==> src/rtl/fifo_rd_packer.sv <==
`default_nettype none
// ============================================================================
// Module      : fifo_rd_packer
// Description : Reads a synchronous FIFO and absorbs its one-cycle read
//               latency. It packs LANES entries into one wide word, presented
//               on a valid/ready master port. A flush closes a partial word
//               with a lane-keep mask and a last marker.
// Revision    : 1.0 - initial release
// ============================================================================
module fifo_rd_packer #(
  parameter int DATA_WIDTH = 8,
  parameter int LANES      = 4,
  parameter int CNT_WIDTH  = $clog2(LANES + 1)
) (
  input  logic                        clk,
  input  logic                        rst_n,
  input  logic                        fifo_empty,
  input  logic [DATA_WIDTH-1:0]       fifo_dout,
  output logic                        fifo_rd_en,
  input  logic                        flush,
  output logic [DATA_WIDTH*LANES-1:0] m_data,
  output logic [LANES-1:0]            m_keep,
  output logic                        m_last,
  output logic                        m_valid,
  input  logic                        m_ready,
  output logic                        busy
);

  localparam int                   ACC_WIDTH   = DATA_WIDTH * LANES;
  localparam logic [CNT_WIDTH-1:0] c_LANES_CNT = CNT_WIDTH'(LANES);
  localparam logic [CNT_WIDTH:0]   c_LANES_EXT = (CNT_WIDTH + 1)'(LANES);

  typedef enum logic [0:0] {
    ST_FILL  = 1'b0,
    ST_DRAIN = 1'b1
  } state_t;

  state_t                r_state;
  state_t                w_state_nxt;
  logic [CNT_WIDTH-1:0]  r_cnt;
  logic                  r_inflight;
  logic [ACC_WIDTH-1:0]  r_acc;
  logic [ACC_WIDTH-1:0]  r_m_data;
  logic [LANES-1:0]      r_m_keep;
  logic                  r_m_last;
  logic                  r_m_valid;

  logic                  w_flush_pend;
  logic                  w_cnt_full;
  logic                  w_close_flush;
  logic                  w_xfer;
  logic [CNT_WIDTH:0]    w_occ;
  logic                  w_rd_en;
  logic [CNT_WIDTH-1:0]  w_cnt_base;
  logic [CNT_WIDTH-1:0]  w_cnt_nxt;
  logic [LANES-1:0]      w_keep;
  logic [ACC_WIDTH-1:0]  w_word;
  logic [ACC_WIDTH-1:0]  w_acc_nxt;

  // The DRAIN state is the pending-flush condition: reads stay off until the
  // partial word has been closed.
  assign w_flush_pend = (r_state == ST_DRAIN);
  assign w_cnt_full   = (r_cnt == c_LANES_CNT);

  // A word is closed by flush either once the drain has settled with data in
  // the accumulator, or when the flush lands on an already full accumulator.
  assign w_close_flush = (w_flush_pend && !r_inflight && (r_cnt != '0)) ||
                         (!w_flush_pend && flush && w_cnt_full);

  assign w_xfer = (w_cnt_full || w_close_flush) && (!r_m_valid || m_ready);

  // Entries already owned by the packer: captured ones plus the one in flight.
  assign w_occ = {1'b0, r_cnt} + {{CNT_WIDTH{1'b0}}, r_inflight};

  // A read is issued only if its data has a lane to land in. When the
  // accumulator empties this cycle, that lane is lane 0. Held low in reset.
  assign w_rd_en = rst_n && !fifo_empty && !w_flush_pend &&
                   ((w_occ < c_LANES_EXT) || (w_xfer && !r_inflight));

  // An arriving byte lands after any word that leaves on the same edge.
  assign w_cnt_base = w_xfer ? '0 : r_cnt;
  assign w_cnt_nxt  = w_cnt_base + CNT_WIDTH'(r_inflight);

  for (genvar i = 0; i < LANES; i++) begin : g_lane
    assign w_keep[i] = (r_cnt > CNT_WIDTH'(i));
    assign w_word[i*DATA_WIDTH +: DATA_WIDTH] =
      w_keep[i] ? r_acc[i*DATA_WIDTH +: DATA_WIDTH] : '0;
    assign w_acc_nxt[i*DATA_WIDTH +: DATA_WIDTH] =
      (r_inflight && (w_cnt_base == CNT_WIDTH'(i))) ? fifo_dout :
      (w_xfer ? '0 : r_acc[i*DATA_WIDTH +: DATA_WIDTH]);
  end

  // Flush FSM state register.
  always_ff @(posedge clk or negedge rst_n) begin
    if (!rst_n) begin
      r_state <= ST_FILL;
    end else begin
      r_state <= w_state_nxt;
    end
  end

  // Flush FSM next state: DRAIN waits out the in-flight read, then closes
  // the partial word (or returns directly when nothing was collected).
  always_comb begin
    w_state_nxt = r_state;
    case (r_state)
      ST_FILL: begin
        // A full word closed by this very flush needs no drain phase.
        if (flush && !w_xfer) begin
          w_state_nxt = ST_DRAIN;
        end
      end
      ST_DRAIN: begin
        if (!r_inflight && ((r_cnt == '0) || w_xfer)) begin
          w_state_nxt = ST_FILL;
        end
      end
      default: w_state_nxt = ST_FILL;
    endcase
  end

  // Read-latency tracking and accumulator fill.
  always_ff @(posedge clk or negedge rst_n) begin
    if (!rst_n) begin
      r_inflight <= 1'b0;
      r_cnt      <= '0;
      r_acc      <= '0;
    end else begin
      r_inflight <= w_rd_en;
      r_cnt      <= w_cnt_nxt;
      r_acc      <= w_acc_nxt;
    end
  end

  // Output register: loads on a word transfer, otherwise holds until taken.
  always_ff @(posedge clk or negedge rst_n) begin
    if (!rst_n) begin
      r_m_data  <= '0;
      r_m_keep  <= '0;
      r_m_last  <= 1'b0;
      r_m_valid <= 1'b0;
    end else if (w_xfer) begin
      r_m_data  <= w_word;
      r_m_keep  <= w_keep;
      r_m_last  <= w_close_flush;
      r_m_valid <= 1'b1;
    end else if (r_m_valid && m_ready) begin
      r_m_valid <= 1'b0;
    end
  end

  assign fifo_rd_en = w_rd_en;
  assign m_data     = r_m_data;
  assign m_keep     = r_m_keep;
  assign m_last     = r_m_last;
  assign m_valid    = r_m_valid;
  assign busy       = (r_cnt != '0) || r_inflight || w_flush_pend || r_m_valid;

endmodule
`default_nettype wire

==> config.mk <==
export PLATFORM = sky130hd
export DESIGN_NAME = fifo_rd_packer
export DESIGN_NICKNAME = d
export VERILOG_FILES = /design/src/rtl/fifo_rd_packer.sv
export SDC_FILE = /design/constraint.sdc
export NUM_CORES = 1
export LEC_CHECK = 0
export BUFFER_PORTS_ARGS = -buffer_cell sky130_fd_sc_hd__buf_2
export CAP_MARGIN = 15
export CORE_UTILIZATION = 29
export CTS_BUF_LIST = sky130_fd_sc_hd__clkbuf_8
export CTS_CLUSTER_SIZE = 14
export DETAILED_ROUTE_END_ITERATION = 10
export PLACE_DENSITY = 0.56
export SYNTH_ARGS = -nofsm -noshare
export SYNTH_HDL_FRONTEND = slang
export SYNTH_SLANG_ARGS = --single-unit
==> constraint.sdc <==
create_clock -name clk -period 2.4 [get_ports clk]
set_input_delay 0.12 -clock clk [delete_from_list [all_inputs] [get_ports clk]]
set_output_delay 0.12 -clock clk [all_outputs]
set_load 0.02 [all_outputs]
==> flow_summary.yaml, run 1 <==
outcome:
  outcome: "finished clean"
clock_network:
  clk_pin_slew_worst_paths_ns: 0.08
  post_cts.repair.setup_buffers: 0
  cts_buffer_depth: 2
  ctsRootBufferMaster: "clkbuf_8"
  cts_tree: "yes"
  tritoncts.num_buffers: 9
  clkSinkCount: 75
  cts-htree-levels: 3
  worstSkewPairLatency_ns: 0.34
routing:
  iteration_0_drc_markers: 135
  route.final.wire_length_mm: 6.79
  detail_route.first_pass.iterations: 4
  post-route-drc-count: 0
  total_number_of_vias: 2207
  detail_route.vias_per_cell: 4.59
  ant_nets: 0
  wl_per_cell_um: 14.1
synth:
  yosys-top-cells-count: "88 x nand2_1, 75 x dfrtp_1, 37 x o21ai_0"
  synth.top_cell.area_share_pct: 61.9
  syn_area_per_cell_um2: 10.6
  synth.top_cells.by_area: "dfrtp_1 62%, nand2_1 11%, o21ai_0 6.1%"
  most_frequently_used_cell_type_in_the_post_synthesis_netlist: "nand2_1"
  synth.lib_cells_used.distinct: 35
  synth.ff_latch_count: 75
  synth-edff-count: 0
  postSynth.topFlopCell: "dfrtp_1"
  yosys_warning_count: 0
  synth_area_um2: 3030
  yosys.area.top_type: "dfrtp_1"
  synthesis.nets: 300
  async_flop_share_pct: 100
  synth_cells: 287
  synth-seq-area-share_pct: 61.9
timing:
  tns_ns: 0
  period_needed_ns: 2.11
  min_period_over_period_pct: 88.1
  rsz_0062_raised_after_global_routing: "no"
  worst_slew_pin_slew_ns: 0.681
  setup_viol_count_final: 0
  achievable-frequency_mhz: 473
  skew_ns: 0.00446
  hold_violations: 0
  drv_slew: 0
  slew_headroom_pct: 54.6
  holdWs_ns: 0.0430
pwr:
  p_sw_w: 0.00150
  sequentialPowerShare_pct: 41.6
  switching_share_pct: 35.0
  p_per_area_nw_per_um2: 1160
  vdd_drop_max_mv: 0.680
  cellLeakagePower_nw: 1.78
  internal_power_w: 0.00278
  clkPwrFrac_pct: 27.1
  pwr-share-comb_pct: 31.3
worst_setup_path:
  cp_cell_sequence: "nor2_2 > o211ai_4 > a221oi_2 > buf_2"
  timing_worst_setup_path_type: "reg -> out"
  critical_path.top_delay_family: "compound AO/OA/AOI/OAI gates"
  crit_path_start_kind: "flip-flop"
  crit_path_max_incr_delay_ns: 0.47
  path_buf_inv: 1
  crit_path_max_fanout: 20
  cp_slowest_cell: "dfrtp_1"
  crit_path_dat_ns: 1.99
  critical_path.endpoint_type: "output port"
  cp.required_ns: 2.28
place:
  dp_hpwl_mm: 4.53
  globalplace.congestion: 0.735
  placement.io_buffers: 52
floorplanning:
  die_area_um2: 10900
  die_width_um: 104
  core.rowCount: 36
  floorplan.initialDensity_pct: 30.5
  die-height_um: 104
  design.core.area_um2: 9950
  io_pins: 53
grt:
  grt.total_usage_pct: 13.4
  initial_antenna_violation_count: 0
  first_global_vias: 2160
  grt_max_degree: 55
  global_route.overflow_total: 0
  grt_pass1_wl_mm: 11.2
cells_and_area:
  sequential_cell_area_um2: 1880
  finish.net_count: 356
  fill_cells: 1026
  antenna_cells: 0
  area_of_the_multi_input_gates_um2: 1070
  fin_util_pct: 37.0
  post_route_cells_drive_above_1_share_pct: 26.1
  layout_stage_area_growth_over_the_synthesis_result_pct: 21.6
hold_path:
  worst_hold_path_type: "in -> reg"
job:
  drv_cap: 0
[worst paths after layout]
check,cells after the start,slack (ns),from,end
min,4,0.04,fifo_empty,r_inflight$_DFF_PN0_
min in group asynchronous,2,0.21,rst_n,m_data[25]$_DFFE_PN0P_
max reg2reg,5,0.39,r_inflight$_DFF_PN0_,r_acc[10]$_DFFE_PN0P_
min reg2reg,1,0.47,m_keep[0]$_DFFE_PN0P_,m_keep[0]$_DFFE_PN0P_
max,4,0.29,r_cnt[1]$_DFF_PN0_,fifo_rd_en
max in group asynchronous,3,1.22,rst_n,r_acc[3]$_DFFE_PN0P_
[per-layer routing]
metal	wire (um)	GRT usage [%]	up-vias
li1	-	-	1091
met1	3250	17.7	1054
met2	3130	21.1	55
met3	345	3.88	7
met4	68	4.29	0
met5	0	0	-
[through the flow]
step | cell area [um^2] | power (W) | setup WS (ns) | std cells
after floorplan | 3030 | 0.00281 | 0.521 | 287
after global placement | 3430 | 0.00312 | 0.464 | 464
after detailed placement | 3430 | 0.00315 | 0.407 | 464
after CTS | 3680 | 0.00433 | 0.149 | 481
after global routing | 3690 | 0.00456 | 0.0908 | 481
final | 3690 | 0.00428 | 0.286 | 481
[sequential cells by signal, summed over array words and instances (netlist names)]
register and flops:
m_last 1, r_state 1, r_inflight 1, r_acc 32
r_cnt 3, m_keep 4, m_data 32, m_valid 1
[worst reg2reg max path, stage by stage, from the launching register on]
cell	delay, ns
dfrtp_1	0.54
nor2b_2	0.13
o211ai_4	0.59
buf_4	0.39
nand2_1	0.09
o21ai_0	0.18
[area by class of cell]
cell class	count	share of cell area, %
well taps	133	4.51
clock buffers	10	3.73
inverters	2	0.204
multi-input cells	195	29.0
repair buffers	60	8.82
flip-flops and latches	75	50.9
clock inverters	6	2.82
[power by group through the flow]
stage | clock, W | combinational, W | sequential (W)
after floorplan | 0 | 0.000958 | 0.00185
after global placement | 0 | 0.00132 | 0.00179
after detailed placement | 0 | 0.00135 | 0.00180
after CTS | 0.00119 | 0.00135 | 0.00178
after global routing | 0.00125 | 0.00149 | 0.00183
final | 0.00116 | 0.00134 | 0.00178
[cells by family (layout without fill, tap and decap cells)]
| kind of cell | Yosys count | count (layout) | share of synthesized area [%] |
|---|---|---|---|
| AO/OA/AOI/OAI | 70 | 70 | 14.6 |
| XOR/XNOR | 1 | 1 | 0.289 |
| buffers and inverters | 17 | 78 | 3.30 |
| flip-flops | 75 | 75 | 61.9 |
| multiplexers | 12 | 12 | 4.42 |
| AND/OR/NAND/NOR | 112 | 112 | 15.5 |
[placed cells by master (no fill, tap or decap), types with 2 or more instances in the layout]
master | netlist | routed
nand2_1 | 88 | 88
dfrtp_1 | 75 | 75
buf_2 | 6 | 51
o21ai_0 | 37 | 37
a22o_1 | 17 | 17
mux2_2 | 10 | 10
clkbuf_8 | 0 | 10
buf_4 | 1 | 8
nor2_1 | 6 | 6
nand2b_1 | 5 | 5
o21ai_1 | 5 | 5
a21oi_1 | 4 | 4
inv_1 | 2 | 3
bufinv_16 | 0 | 3
nor2b_1 | 2 | 2
nor2_2 | 2 | 2
nand3_1 | 2 | 2
nor3_1 | 2 | 2
clkinv_2 | 0 | 2
[what timing repair did]
| item | CTS | global route |
|---|---|---|
| hold buffers | 1 | 0 |
| setup endpoints to repair | 0 | 1 |
| endpoints found under the hold margin | 21 | 0 |
| resized for setup | 0 | 1 |
Note: power is estimated with default switching activity, not from simulation.
==> inputs of run 2 (changes only) <==
Settings changed: ABC_AREA set to 1.
==> flow_summary.yaml, run 2 <==
outcome:
  outcome: "finished clean"
worst_setup_path:
  crit_path_start_kind: "flip-flop"
  crit_path_dat_ns: 2.10
  reg2reg_setup_slack_ns: 0.55
  regToRegEndpoint: "r_acc[17]$_DFFE_PN0P_"
  worstRegToRegCells: 6
  cp.required_ns: 2.28
  timing_worst_setup_path_type: "reg -> out"
  crit_path_max_fanout: 17
  worstReg2RegStart: "r_cnt[1]$_DFF_PN0_"
  critical_path.endpoint_type: "output port"
timing:
  period_needed_ns: 2.22
  slew_headroom_pct: 37.3
  worst_slew_pin_slew_ns: 0.940
  drv_slew: 0
  holdWs_ns: 0.0185
  hold_violations: 0
  min_period_over_period_pct: 92.6
  rsz_0062_raised_after_global_routing: "no"
  skew_ns: 0.00953
  worst_slack_ns: 0.179
  tns_ns: 0
  setup_viol_count_final: 0
  achievable-frequency_mhz: 450
clock_network:
  post_cts.repair.setup_buffers: 0
  cts_tree: "yes"
  cts_resized: 0
  clkSinkCount: 75
  tritoncts.num_buffers: 9
  clk_pin_slew_worst_paths_ns: 0.08
  cts_buffer_depth: 2
  worstSkewPairLatency_ns: 0.35
  ctsRootBufferMaster: "clkbuf_8"
  cts-htree-levels: 3
floorplanning:
  die_width_um: 105
  core.rowCount: 37
  die_area_um2: 11000
  die-height_um: 105
  design.core.area_um2: 10300
  io_pins: 53
  floorplan.initialDensity_pct: 29.9
routing:
  post-route-drc-count: 0
  iteration_0_drc_markers: 124
  detail_route.vias_per_cell: 4.54
  route.final.wire_length_mm: 7.42
  detail_route.first_pass.iterations: 4
  wl_per_cell_um: 14.1
  ant_nets: 0
  total_number_of_vias: 2399
synth:
  syn_area_per_cell_um2: 9.23
  synth.ff_latch_count: 75
  synth_area_um2: 3080
  synth.lib_cells_used.distinct: 23
  yosys_warning_count: 0
  async_flop_share_pct: 100
  synthesis.nets: 347
  synth-seq-area-share_pct: 60.9
  most_frequently_used_cell_type_in_the_post_synthesis_netlist: "nand2_1"
  synth_cells: 334
  synth.top_cell.area_share_pct: 60.9
  yosys-top-cells-count: "133 x nand2_1, 75 x dfrtp_1, 27 x nand3_1"
  synth.top_cells.by_area: "dfrtp_1 61%, nand2_1 16%, nand3_1 4.4%"
  synth-edff-count: 0
  yosys.area.top_type: "dfrtp_1"
  postSynth.topFlopCell: "dfrtp_1"
grt:
  initial_antenna_violation_count: 0
  first_global_vias: 2344
  global_route.overflow_total: 0
  grt_max_degree: 76
  grt.total_usage_pct: 14.3
  grt_pass1_wl_mm: 12.2
cells_and_area:
  post_layout_nonfiller_instances: 528
  layout.cell_area.non_filler_um2: 3630
  post_route_cells_drive_above_1_share_pct: 21.9
  area_of_the_multi_input_gates_um2: 1050
  layout_stage_area_growth_over_the_synthesis_result_pct: 17.9
  fill_cells: 1073
  antenna_cells: 0
  commonest_non_fill_non_tap_cell_in_the_layout: "nand2_1"
  sequential_cell_area_um2: 1880
  final_cell_mix: "133 x nand2_1, 75 x dfrtp_1, 52 x buf_2, 27 x nand3_1, 18 x inv_1"
  finish.net_count: 401
pwr:
  vdd_drop_max_mv: 0.367
  cellLeakagePower_nw: 2.03
  p_per_area_nw_per_um2: 1160
place:
  dp_hpwl_mm: 5.11
  pre_cts_setup_slack_ns: 0.423
  placement.io_buffers: 52
  globalplace.congestion: 0.752
  place_inst: 512
  placedInstanceArea_um2: 3460
job:
  drv_cap: 0
hold_path:
  worst_hold_path_type: "in -> async"
[run 2: cell types whose count changed in the layout (fill, tap and decap cells not counted), sizes merged, moves of 3 or more]
| cell | change |
|---|---|
| nand2 | +48 |
| inv | +18 |
| a22o | -17 |
| nand3 | +27 |
| nand2b | -5 |
| nand4 | +8 |
| o21ai | -23 |
| o211ai | +16 |
| bufinv | -3 |
| mux2 | -11 |
| nor2b | -3 |
[run 2: how the worst max path moves through the flow]
stage	from	endpoint	cells after the start
6_report	r_cnt[1]$_DFF_PN0_	fifo_rd_en	7
5_1_grt	r_cnt[1]$_DFF_PN0_	fifo_rd_en	7
4_1_cts	r_cnt[1]$_DFF_PN0_	fifo_rd_en	7
3_5_place_dp	r_cnt[1]$_DFF_PN0_	fifo_rd_en	7
3_3_place_gp	r_cnt[1]$_DFF_PN0_	fifo_rd_en	7
2_1_floorplan	m_valid$_DFFE_PN0P_	r_inflight$_DFF_PN0_	6
[run 2: per-stage QoR]
step                      total power (W)  util [%]
after floorplan                   0.00298         -
after global placement            0.00337      33.6
after detailed placement          0.00340      33.6
after CTS                         0.00423      35.1
after global routing              0.00453      35.2
final                             0.00422      35.2
[run 2: layout make-up]
type                            instances  area share (%)
Sequential cell                        75            51.7
Multi-Input combinational cell        224            28.8
Timing Repair Buffer                   58            8.40
Tap cell                              136            4.68
Clock buffer                            9            3.41
Inverter                               20            2.07
Clock inverter                          6           0.964
[run 2: critical path, stage by stage (launching register included)]
cell     delay (ns)
dfrtp_1        0.58
nor2_4         0.10
nand2_2        0.25
nand3_4        0.27
nand2_1        0.12
inv_1          0.06
nor2_1         0.17
buf_2          0.19
[run 2: power by group]
part / switching (W) / leakage (nW) / total (W) / internal (W)
clock network: 0.000463 / 0.0860 / 0.000825 / 0.000362
logic: 0.00115 / 0.919 / 0.00159 / 0.000446
registers: 0.000214 / 1.02 / 0.00180 / 0.00158
[run 2: logic make-up (layout without fill, tap and decap cells)]
| kind of cell | after synthesis | count (layout) | share of synthesized area [%] |
|---|---|---|---|
| AOI/OAI and AO/OA | 40 | 40 | 7.91 |
| buffers and inverters | 36 | 93 | 5.48 |
| DFF | 75 | 75 | 60.9 |
| and+or+nand+nor | 183 | 184 | 25.7 |
[run 2: metal layers]
layer | vias to the layer above | wire length [um] | global-route usage, %
li1 | 1189 | - | -
met1 | 1159 | 3740 | 20.9
met2 | 41 | 3300 | 20.4
met3 | 10 | 273 | 3.06
met4 | 0 | 103 | 5.73
met5 | - | 0 | 0
[run 2: what timing repair did]
| item | CTS | global route |
|---|---|---|
| setup endpoints to repair | 0 | 1 |
| hold endpoints to repair | 0 | 0 |
| hold buffers | 0 | 0 |
==> inputs of run 3 (changes only) <==
Settings changed: CORE_UTILIZATION 29 to 35, MAX_ROUTING_LAYER set to met4, PLACE_DENSITY 0.56 to 0.63.
==> flow_summary.yaml, run 3 (synthesis results as in run 2) <==
outcome:
  outcome: "finished clean"
routing:
  ant_nets: 0
  iteration_0_drc_markers: 133
  total_number_of_vias: 2442
  detail_route.vias_per_cell: 4.91
  route.final.wire_length_mm: 7.26
  wl_per_cell_um: 14.6
  detail_route.first_pass.iterations: 4
  post-route-drc-count: 0
clock_network:
  tritoncts.num_buffers: 9
  worstSkewPairLatency_ns: 0.34
  cts_buffer_depth: 2
  cts_tree: "yes"
  cts-htree-levels: 3
  post_cts.repair.setup_buffers: 0
  clk_pin_slew_worst_paths_ns: 0.07
  cts-hold-fix-buffers: 0
  cts_resized: 0
  ctsRootBufferMaster: "clkbuf_8"
  clkSinkCount: 75
grt:
  grt_pass1_wl_mm: 11.6
  initial_antenna_violation_count: 0
  first_global_vias: 2306
  grt_max_degree: 76
  global_route.overflow_total: 0
  grt.total_usage_pct: 17.4
worst_setup_path:
  cp.required_ns: 2.28
  crit_path_max_fanout: 18
  crit_path_dat_ns: 2.10
  crit_path_start_kind: "flip-flop"
  critical_path.endpoint_type: "output port"
  timing_worst_setup_path_type: "reg -> out"
floorplanning:
  design.core.area_um2: 8380
  die_width_um: 95.9
  core.rowCount: 33
  io_pins: 53
  die-height_um: 95.9
  die_area_um2: 9190
  floorplan.initialDensity_pct: 36.8
timing:
  min_period_over_period_pct: 92.4
  achievable-frequency_mhz: 451
  hold_violations: 0
  drv_slew: 0
  setup_viol_count_final: 0
  skew_ns: 0.00589
  worst_slew_pin_slew_ns: 0.939
  rsz_0062_raised_after_global_routing: "no"
  slew_headroom_pct: 37.4
  worst_slack_ns: 0.182
  tns_ns: 0
  period_needed_ns: 2.22
pwr:
  sequentialPowerShare_pct: 41.2
  design_power_total_w: 0.00438
  vdd_drop_max_mv: 0.420
  p_per_area_nw_per_um2: 1210
  p_sw_w: 0.00182
  internal_power_w: 0.00255
  clkPwrFrac_pct: 22.0
  pwr-share-comb_pct: 36.8
  cellLeakagePower_nw: 2.05
  switching_share_pct: 41.7
cells_and_area:
  finish.net_count: 401
  layout_stage_area_growth_over_the_synthesis_result_pct: 17.7
  post_route_cells_drive_above_1_share_pct: 21.7
  layout.cell_area.non_filler_um2: 3630
  final_cell_mix: "133 x nand2_1, 75 x dfrtp_1, 52 x buf_2, 27 x nand3_1, 19 x inv_1"
  commonest_non_fill_non_tap_cell_in_the_layout: "nand2_1"
  antenna_cells: 0
place:
  pre_cts_setup_slack_ns: 0.449
  placedInstanceArea_um2: 3430
  placement.io_buffers: 52
  globalplace.congestion: 0.788
  dp_hpwl_mm: 4.89
job:
  drv_cap: 0
hold_path:
  worst_hold_path_type: "in -> async"
-- run 3: changes by cell type in the layout (fill, tap and decap cells not counted) --
cell,before,now
clkinv_4,1,0
clkinv_2,3,1
bufinv_16,0,1
clkbuf_8,9,11
clkinvlp_4,1,0
inv_1,18,19
-- run 3: cell type report --
type | count | area, um^2
fillers | 846 | 4750
flip-flops and latches | 75 | 1880
well taps | 105 | 131
clock buffers | 11 | 151
clock inverters | 4 | 42.5
repair buffers | 58 | 305
multi-input cells | 224 | 1050
inverters | 20 | 75.1
-- run 3: worst paths after layout --
check | from | end | slack, ns | cells past startpoint
max | r_cnt[1]$_DFF_PN0_ | fifo_rd_en | 0.18 | 7
min | rst_n | m_keep[0]$_DFFE_PN0P_ | 0.03 | 2
max reg2reg | r_cnt[1]$_DFF_PN0_ | r_acc[13]$_DFFE_PN0P_ | 0.54 | 6
min reg2reg | r_acc[30]$_DFFE_PN0P_ | m_data[30]$_DFFE_PN0P_ | 0.47 | 2
max in group asynchronous | rst_n | r_cnt[2]$_DFF_PN0_ | 1.75 | 2
min in group clk | fifo_empty | r_inflight$_DFF_PN0_ | 0.05 | 4
-- run 3: worst max-delay path, cell delays in order (launching register included) --
cell and delay [ns]:
dfrtp_1 0.57, nor2_4 0.10, nand2_2 0.25, nand3_4 0.29, nand2_1 0.13, inv_1 0.07, nor2_1 0.15, buf_2 0.19
-- run 3: power by group through the flow --
stage / Sequential (W) / Clock, W / Combinational (W)
after floorplan: 0.00192 / 0 / 0.00105
after global placement: 0.00181 / 0 / 0.00155
after detailed placement: 0.00182 / 0 / 0.00158
after CTS: 0.00180 / 0.000986 / 0.00158
after global routing: 0.00184 / 0.00103 / 0.00180
final: 0.00180 / 0.000963 / 0.00161
-- run 3: through the flow --
step                      instances  util (%)  hold WS (ns)
after global routing            497      43.3        0.0518
after global placement          481      40.9         0.387
after floorplan                 334         -        -0.176
after CTS                       496      43.2        0.0396
final                           497      43.3        0.0328
after detailed placement        481      40.9         0.410
-- run 3: per-layer routing --
metal	part of all wire, %	up-vias	track usage (%)	routed length, um
met5	0	-	-	0
met4	1.1	0	6.72	78
met3	3.6	5	3.55	262
met2	47	55	26.0	3390
met1	49	1183	23.3	3520
li1	-	1199	-	-
